$ cat config.mk
export PLATFORM = sky130hd
export DESIGN_NAME = mcd_mem_arb_flat
export DESIGN_NICKNAME = d
export VERILOG_FILES = /design/src/rtl/mcd_mem_arb_if.sv /design/src/rtl/mcd_mem_arb.sv /design/src/flat_wrapper.sv
export SDC_FILE = /design/constraint.sdc
export NUM_CORES = 1
export LEC_CHECK = 0
export BUFFER_PORTS_ARGS = -buffer_cell sky130_fd_sc_hd__buf_2
export CAP_MARGIN = 5
export CORE_AREA = 2 2 101 127
export DETAILED_ROUTE_END_ITERATION = 10
export DIE_AREA = 0 0 103 129
export PLACE_DENSITY = 0.65
export SYNTH_ARGS = -nofsm -noshare
export SYNTH_HDL_FRONTEND = slang
export SYNTH_SLANG_ARGS = --single-unit
$ cat constraint.sdc
create_clock -name clk -period 2.09 [get_ports clk]
set_input_delay 0.627 -clock clk [delete_from_list [all_inputs] [get_ports clk]]
set_output_delay 0.627 -clock clk [all_outputs]
set_load 0.01 [all_outputs]
$ cat src/rtl/mcd_mem_arb_if.sv
// Requester-side and memory-side signal bundle of the MCD memory arbiter.
// The master modport is the arbiter's view; slave is the environment's view.
interface mcd_mem_arb_if #(
    parameter int AW = 23
);
    logic [3:0]      rq_req;
    logic [3:0]      rq_we;
    logic [7:0]      rq_be;
    logic [4*AW-1:0] rq_addr;
    logic [63:0]     rq_wdat;
    logic [3:0]      rq_ack;
    logic [15:0]     rq_rdat;

    logic            mem_req;
    logic            mem_we;
    logic [1:0]      mem_be;
    logic [AW-1:0]   mem_addr;
    logic [15:0]     mem_wdat;
    logic            mem_rdy;
    logic [15:0]     mem_rdat;

    modport master (
        input  rq_req, rq_we, rq_be, rq_addr, rq_wdat, mem_rdy, mem_rdat,
        output rq_ack, rq_rdat, mem_req, mem_we, mem_be, mem_addr, mem_wdat
    );

    modport slave (
        output rq_req, rq_we, rq_be, rq_addr, rq_wdat, mem_rdy, mem_rdat,
        input  rq_ack, rq_rdat, mem_req, mem_we, mem_be, mem_addr, mem_wdat
    );
endinterface

$ cat src/rtl/mcd_mem_arb.sv
// Four-requester 16-bit memory arbiter: fixed priority for requester 0,
// round-robin among 1..3, one access at a time with a per-access watchdog.
module mcd_mem_arb #(
    parameter int AW  = 23,
    parameter int TMO = 255
) (
    input  logic          clk,
    input  logic          map_rst,
    mcd_mem_arb_if.master bus,
    output logic          err_tmo
);

    typedef enum logic [1:0] {IDLE, BUSY, DONE} state_t;

    state_t        state, state_nxt;
    logic [1:0]    pick, win, rr_ptr;
    logic [1:0]    c1, c2, c3;
    logic [15:0]   wdog;
    logic          tmo_hit;
    logic          we_q;
    logic [1:0]    be_q;
    logic [AW-1:0] addr_q;
    logic [15:0]   wdat_q, rdat_q;

    logic [AW-1:0] addr_a [4];
    logic [15:0]   wdat_a [4];
    logic [1:0]    be_a   [4];

    always_comb begin
        for (int n = 0; n < 4; n++) begin
            addr_a[n] = bus.rq_addr[n*AW +: AW];
            wdat_a[n] = bus.rq_wdat[n*16 +: 16];
            be_a[n]   = bus.rq_be[n*2 +: 2];
        end
    end

    assign tmo_hit = (wdog == 16'(TMO));

    // Requester 0 always wins; otherwise search 1..3 starting just after rr_ptr.
    always_comb begin
        // NOTE: defaults first so every path assigns each output and no latch is inferred.
        pick = 2'd0;
        c1   = 2'd1;
        c2   = 2'd2;
        c3   = 2'd3;
        case (rr_ptr)
            2'd1:    {c1, c2, c3} = {2'd2, 2'd3, 2'd1};
            2'd2:    {c1, c2, c3} = {2'd3, 2'd1, 2'd2};
            default: {c1, c2, c3} = {2'd1, 2'd2, 2'd3};
        endcase
        if (bus.rq_req[0])       pick = 2'd0;
        else if (bus.rq_req[c1]) pick = c1;
        else if (bus.rq_req[c2]) pick = c2;
        else                     pick = c3;
    end

    always_ff @(posedge clk) begin
        // NOTE: non-blocking assignments so every flop samples pre-edge values.
        if (map_rst) state <= IDLE;
        else         state <= state_nxt;
    end

    always_comb begin
        state_nxt = state;
        case (state)
            IDLE:    if (|bus.rq_req) state_nxt = BUSY;
            BUSY:    if (bus.mem_rdy || tmo_hit) state_nxt = DONE;
            DONE:    state_nxt = IDLE;
            default: state_nxt = IDLE;
        endcase
    end

    // Grant capture, watchdog and read-data latch; mem_rdy outside BUSY is ignored.
    always_ff @(posedge clk) begin
        if (map_rst) begin
            win     <= 2'd0;
            rr_ptr  <= 2'd3;
            wdog    <= 16'd0;
            we_q    <= 1'b0;
            be_q    <= 2'b00;
            addr_q  <= '0;
            wdat_q  <= 16'd0;
            rdat_q  <= 16'd0;
            err_tmo <= 1'b0;
        end else begin
            case (state)
                IDLE: begin
                    if (|bus.rq_req) begin
                        win    <= pick;
                        we_q   <= bus.rq_we[pick];
                        be_q   <= be_a[pick];
                        addr_q <= addr_a[pick];
                        wdat_q <= wdat_a[pick];
                        wdog   <= 16'd0;
                        if (pick != 2'd0) rr_ptr <= pick;
                    end
                end
                BUSY: begin
                    if (bus.mem_rdy) begin
                        rdat_q <= bus.mem_rdat;
                    end else if (tmo_hit) begin
                        rdat_q  <= 16'hFFFF;
                        err_tmo <= 1'b1;
                    end else begin
                        wdog <= wdog + 16'd1;
                    end
                end
                default: ;
            endcase
        end
    end

    assign bus.mem_req  = (state == BUSY);
    assign bus.mem_we   = we_q;
    assign bus.mem_be   = be_q;
    assign bus.mem_addr = addr_q;
    assign bus.mem_wdat = wdat_q;
    assign bus.rq_rdat  = rdat_q;
    assign bus.rq_ack   = (state == DONE) ? (4'b0001 << win) : 4'b0000;

endmodule

$ cat src/flat_wrapper.sv
// flat-port wrapper written by rule: the top's interface ports become plain ports
module mcd_mem_arb_flat 
#(
    parameter int AW  = 23,
    parameter int TMO = 255
)
  (clk, map_rst, err_tmo, bus_rq_req, bus_rq_we, bus_rq_be, bus_rq_addr, bus_rq_wdat, bus_mem_rdy, bus_mem_rdat, bus_rq_ack, bus_rq_rdat, bus_mem_req, bus_mem_we, bus_mem_be, bus_mem_addr, bus_mem_wdat);
  mcd_mem_arb_if #(.AW(AW)) bus_i ();
  input  logic clk;
  input  logic map_rst;
  output logic err_tmo;
  input wire logic [$bits(bus_i.rq_req)-1:0] bus_rq_req;
  input wire logic [$bits(bus_i.rq_we)-1:0] bus_rq_we;
  input wire logic [$bits(bus_i.rq_be)-1:0] bus_rq_be;
  input wire logic [$bits(bus_i.rq_addr)-1:0] bus_rq_addr;
  input wire logic [$bits(bus_i.rq_wdat)-1:0] bus_rq_wdat;
  input wire logic [$bits(bus_i.mem_rdy)-1:0] bus_mem_rdy;
  input wire logic [$bits(bus_i.mem_rdat)-1:0] bus_mem_rdat;
  output wire logic [$bits(bus_i.rq_ack)-1:0] bus_rq_ack;
  output wire logic [$bits(bus_i.rq_rdat)-1:0] bus_rq_rdat;
  output wire logic [$bits(bus_i.mem_req)-1:0] bus_mem_req;
  output wire logic [$bits(bus_i.mem_we)-1:0] bus_mem_we;
  output wire logic [$bits(bus_i.mem_be)-1:0] bus_mem_be;
  output wire logic [$bits(bus_i.mem_addr)-1:0] bus_mem_addr;
  output wire logic [$bits(bus_i.mem_wdat)-1:0] bus_mem_wdat;
  assign bus_i.rq_req = bus_rq_req;
  assign bus_i.rq_we = bus_rq_we;
  assign bus_i.rq_be = bus_rq_be;
  assign bus_i.rq_addr = bus_rq_addr;
  assign bus_i.rq_wdat = bus_rq_wdat;
  assign bus_i.mem_rdy = bus_mem_rdy;
  assign bus_i.mem_rdat = bus_mem_rdat;
  assign bus_rq_ack = bus_i.rq_ack;
  assign bus_rq_rdat = bus_i.rq_rdat;
  assign bus_mem_req = bus_i.mem_req;
  assign bus_mem_we = bus_i.mem_we;
  assign bus_mem_be = bus_i.mem_be;
  assign bus_mem_addr = bus_i.mem_addr;
  assign bus_mem_wdat = bus_i.mem_wdat;
  mcd_mem_arb #(.AW(AW), .TMO(TMO)) u_core (.clk(clk), .map_rst(map_rst), .bus(bus_i), .err_tmo(err_tmo));
endmodule
**Word level (Yosys, flattened, before mapping)**

Index checks and enable logic that the tools add are counted.
W data, S select, Z words.

- Bitwise gates (word level): 2
- Shift operators: 1
- Magnitude comparators: 4
- Multiplexer cells: 31
- Equal/unequal tests: 9
- Reduce and logical (&&, ||, !) cells: 12
- Add/sub/neg operators: 1

Operators by type and width:

| cell | count |
|---|---|
| $mux W16 | 7 |
| $bmux W23 S2 | 1 |
| $mux W23 | 2 |
| $bmux W16 S2 | 1 |
| $pmux W16 S2 | 1 |
| $add A16 B1 Y16 const B | 1 |
| $eq A16 B8 Y1 const B | 1 |
| $pmux W2 S2 | 4 |
| $mux W2 | 7 |
| $lt A2 B3 Y1 const B | 3 |
| $bmux W1 S2 | 3 |
| $reduce_and A2 Y1 | 3 |
| $reduce_and A3 Y1 | 2 |
| $reduce_bool A2 Y1 | 3 |
| $bmux W2 S2 | 1 |
| $eq A2 B1 Y1 const B | 2 |
| $eq A2 B2 Y1 const B | 2 |
| $mux W4 | 1 |
| $ne A2 B1 Y1 const B | 2 |
| $ne A2 B2 Y1 const B | 2 |
| $reduce_and A4 Y1 | 1 |
| $reduce_or A4 Y1 | 1 |
| $shl A1 B2 Y4 const A | 1 |
| $ge A3 B3 Y1 const B | 1 |
| 5 further kinds | 7 |

- Output and inout bits: 64
- Bits in registers: 81
- Word-level logic and storage cells: 70

**Depth between registers and ports, before layout**

- Depth in word-level cells: 11
- Mapped depth: 9
- Gate-level depth less buffers: 7

**Worst setup path before layout**

OpenSTA, ideal clock, no wires.

- Path type: register to register
- Start: register u_core.rr_ptr[1]
- End: register u_core.be_q[1], in the netlist u_core.bus.mem_be[1]
- Slack: 0.059 ns
- Arrival: 1.886 ns
- Cell stages (with the launch flop): 10
- Library setup time: 0.145 ns
- Path through: dfxtp_1 > inv_1 > ha_1 > mux2_2 > nor3b_2 > a211o_1 > and2_1 > clkbuf_1 > buf_2 > a221oi_1

- Word-level cells in the longest chain between the ends: 11

RTL lines:

| element | RTL line | source |
|---|---|---|
| start: declaration | mcd_mem_arb.sv:16 | `logic [1:0] pick, win, rr_ptr;` |
| start signal: assignment | mcd_mem_arb.sv:95 | `if (pick != 2'd0) rr_ptr <= pick;` |
| $eq A2 B2 Y1 / $eq A2 B1 Y1 (equally long branches) | mcd_mem_arb.sv:46 | `case (rr_ptr)` |
| $pmux W2 S2 | mcd_mem_arb.sv:46 |  |
| $bmux W1 S2 | mcd_mem_arb.sv:53 | `else if (bus.rq_req[c2]) pick = c2;` |
| $mux W1 (not written as such) | mcd_mem_arb.sv:53 |  |
| $mux W2 | mcd_mem_arb.sv:53 |  |
| $mux W2 (*) | mcd_mem_arb.sv:52 | `else if (bus.rq_req[c1]) pick = c1;` |
| $mux W2 (*) | mcd_mem_arb.sv:51 | `if (bus.rq_req[0]) pick = 2'd0;` |
| $not A2 Y3 (not written as such) (*) | mcd_mem_arb.sv:91 | `be_q <= be_a[pick];` |
| $bmux W2 S2 (*) | mcd_mem_arb.sv:91 |  |
| $mux W2 (not written as such) (*) (2 in series) | mcd_mem_arb.sv:91 |  |
| end signal: assignment | mcd_mem_arb.sv:91 |  |
| end: declaration | mcd_mem_arb.sv:21 | `logic [1:0] be_q;` |

Mark *: on every way between the ends. The rest lies on a longest branch, timed or not. The select of a mux whose other input is x is not followed.
A chain may end at the register's enable or synchronous reset.

**Worst setup path in the final report**

- Start: register u_core.rr_ptr[0]
- End: register u_core.wdat_q[12], in the netlist u_core.bus.mem_wdat[12]

- Word-level cells in the longest chain between the ends: 11

RTL lines:

| element | RTL line | source |
|---|---|---|
| $eq A2 B2 Y1 / $eq A2 B1 Y1 (equally long branches) | mcd_mem_arb.sv:46 |  |
| $pmux W2 S2 | mcd_mem_arb.sv:46 |  |
| $bmux W1 S2 | mcd_mem_arb.sv:53 |  |
| $mux W1 (not written as such) | mcd_mem_arb.sv:53 |  |
| $mux W2 | mcd_mem_arb.sv:53 |  |
| $mux W2 (*) | mcd_mem_arb.sv:52 |  |
| $mux W2 (*) | mcd_mem_arb.sv:51 |  |
| $not A2 Y3 (not written as such) (*) | mcd_mem_arb.sv:93 | `wdat_q <= wdat_a[pick];` |
| $bmux W16 S2 (*) | mcd_mem_arb.sv:93 |  |
| $mux W16 (not written as such) (*) (2 in series) | mcd_mem_arb.sv:93 |  |
| end signal: assignment | mcd_mem_arb.sv:93 |  |
| end: declaration | mcd_mem_arb.sv:23 | `logic [15:0] wdat_q, rdat_q;` |

Marked as above.

==> impl_metrics.tcl <==
set metrics [dict create \
    status "finished, final reports clean" \
    layout_common_cells "254 x buf_2, 80 x mux2i_1, 80 x dfxtp_1, 48 x o21ai_0, 31 x a221oi_1" \
    hold_violations 0 \
    wire_per_inst_um 15.56 \
    path_depth 10 \
    antenna_found_initial 0 \
    fmax_mhz 496.7 \
    critPathLaunch "u_core.rr_ptr[0]" \
    drc 0 \
    path_cells "inv_1, ha_4, nor3b_1, nor3_2, o21ai_4, buf_12, buf_6, buf_4, mux2i_1, a221oi_1" \
    fill_cells 1150 \
    async_reset_ff_frac 0 \
    cts_max_path_buffers 2 \
    final_cells 855 \
    whs_ns 0.4872 \
    rr_worst_depth 10 \
    num_rows 45 \
    hp-class "flop to flop" \
    crit_path_end_kind "flop" \
    dp_cells 834 \
    r2r_start "u_core.rr_ptr[0]" \
    place_ws_ns -0.09817 \
    synthFlopType "dfxtp_1" \
    port_buffers 254 \
    worstPathRequired_ns 2.30 \
    critPathMaxFanout 9 \
    p_leak_nw 3.142 \
    dr.pass1.iters 5 \
    slew_headroom 0.6679 \
    insertion_delay_ns 0.34 \
    grt-ovfl-total 0 \
    htreeDepth 3 \
    antenna_left 0 \
    place_congestion 0.8053 \
    rsz0062_at_grt "yes" \
    syn_inst 419 \
    cp-endpoint "u_core.bus.mem_wdat[12]" \
    crit_slowest_cell "dfxtp_2" \
    start_util 0.3434 \
    tns_ns 0 \
    power_density_nw_per_um2 778.4 \
    syn_avg_cell_area_um2 9.875 \
    max_stage_delay_ns 0.32 \
    die_w_um 103 \
    power_w 0.004923 \
    vias 4417 \
    r2r-end "u_core.bus.mem_wdat[12]" \
    worstMarginPinSlew_ns 0.4970 \
    fin_nets 880 \
    yosys_warnings 0 \
    clock_sinks 81 \
    via_per_inst 5.166 \
    fin_worst_skew_ns 0.007952 \
    syn_nets 613 \
    grt_util_all_layers 0.1834 \
    die_area_um2 13290 \
    path_class "flop to flop" \
    grt_pass1_wl_um 19600 \
    dieHeight_um 129 \
    ys_ff_latch 81 \
    grt_pass1_vias 4140 \
    syn_area_um2 4138 \
    ios 255 \
    yosysUniqueCellTypes 44 \
    setup_viol_count_final 0 \
    cts_root_buffer "clkbuf_16" \
    insertedDiodeCount 0 \
    yosysSeqAreaShare 0.3919 \
    critPathLaunchType "flop" \
    cts-buffers-inserted 9 \
    drt_wl_total_um 13300 \
    slew_viol_final 0 \
    clk_pin_slew_worst_paths_ns 0.07 \
    ir_drop_mv 0.5018 \
    maxCapViolCount 0 \
    drive_gt1_frac 0.5094 \
    reg2reg_slack_ns 0.08 \
    worst_slack_ns 0.07673 \
    cp_top_family "buffers and inverters" \
    hpwlAfterDp_um 9990 \
    area_growth_pct 52.86 \
    cts_hold_buf 0 \
    final_common_cell "buf_2" \
    core_area_um2 12050 \
    crit_buf_inv 4 \
    drtIter0Drc 156 \
    synth_edf_count 0 \
    cp.arrival_ns 2.23 \
    post-route-period-util 0.9633 \
    grt_max_degree 44 \
    period_needed_ns 2.013 \
    cts_tree "done" \
]
[synthesized netlist by cell type, types with 3 or more instances]
cell	instances	share of area
o21ai_0	48	0.058
inv_1	8	0.0073
buf_4	3	0.0054
or3_1	4	0.0060
ha_1	3	0.0091
dfxtp_1	81	0.39
nand2_1	9	0.0082
mux2i_1	84	0.20
a21oi_1	10	0.012
and4_1	4	0.0085
clkbuf_1	13	0.012
nor3b_1	3	0.0054
o221a_2	16	0.044
nor3_1	3	0.0036
nor2_1	18	0.016
o31ai_1	3	0.0054
nand4_1	4	0.0060
nand3_1	8	0.0097
xor2_1	7	0.015
a221oi_1	42	0.089
buf_2	18	0.022
[worst reg2reg max path, delay by kind of cell (launching register included)]
family | cells | cell delay (ns)
flip-flops | 1 | 0.32
buffers and inverters | 4 | 0.57
AO/OA/AOI/OAI | 2 | 0.27
adder cells (fa/ha/maj) | 1 | 0.18
AND/OR/NAND/NOR | 2 | 0.32
multiplexers | 1 | 0.23
[what timing repair did]
item / in CTS / in global routing
buffers inserted: 0 / 4
cloned: 0 / 1
pin swaps: 1 / 5
gates resized for setup: 5 / 20
setup endpoints to repair: 31 / 43
[where the power goes]
| part | switching, W | total, W | internal [W] |
|---|---|---|---|
| Sequential | 0.0000863 | 0.00179 | 0.00171 |
| Clock | 0.000682 | 0.00175 | 0.00107 |
| Combinational | 0.000693 | 0.00138 | 0.000683 |
| Total | 0.00146 | 0.00492 | 0.00346 |
[cell families (layout without fill, tap and decap cells)]
family,count (synthesis),after routing,share of synthesized area
AOI/OAI and AO/OA,129,129,0.2331
xor gates and xnor gates,8,8,0.01693
adders and majority gates,3,3,0.009073
buffers and inverters,42,314,0.04627
DFF,81,81,0.3919
muxes,85,85,0.2059
and+or+nand+nor,71,71,0.09676
[how the worst min path moves through the flow]
stage                endpoint  slack (ns)            from  cells after the start
5_1_grt        u_core.wdog[5]        0.52  u_core.wdog[5]                      2
3_3_place_gp   u_core.wdog[5]        0.46  u_core.wdog[5]                      2
4_1_cts        u_core.wdog[5]        0.49  u_core.wdog[5]                      2
2_1_floorplan  u_core.wdog[5]        0.45  u_core.wdog[5]                      2
3_5_place_dp   u_core.err_tmo        0.48  u_core.err_tmo                      2
6_report       u_core.wdog[5]        0.49  u_core.wdog[5]                      2
[registers in the layout, summed over array words and instances (netlist names)]
register and flops:
u_core.err_tmo 1, u_core.bus.mem_addr 23, u_core.bus.mem_be 2, u_core.win 2, u_core.state 2, u_core.bus.mem_wdat 16, u_core.wdog 16, u_core.rr_ptr 2
u_core.bus.rq_rdat 16, u_core.bus.mem_we 1
[cell type report]
| type | instances | area (µm²) | area share |
|---|---|---|---|
| well taps | 164 | 205.2 | 0.03244 |
| clock buffers | 9 | 225.2 | 0.03561 |
| clock inverters | 7 | 106.4 | 0.01682 |
| multi-input cells | 296 | 2469 | 0.3903 |
| flip-flops and latches | 81 | 1623 | 0.2566 |
| repair buffers | 290 | 1667 | 0.2635 |
| inverters | 8 | 30.03 | 0.004748 |
[layer usage]
metal / global-route usage / share of wire / vias up
met2: 0.3289 / 0.53 / 166
met4: 0.04876 / 0.012 / 0
met5: 0 / 0 / -
met3: 0.04074 / 0.058 / 14
li1: - / - / 2171
met1: 0.2179 / 0.40 / 2066
[per-stage QoR]
stage	cell area, µm²	util
global placement	5802	0.4815
detailed placement	5802	0.4815
floorplan	4138	-
global route	6325	0.5249
CTS	6165	0.5116
finish	6325	0.5249
Note: power is estimated with default switching activity, not from simulation.
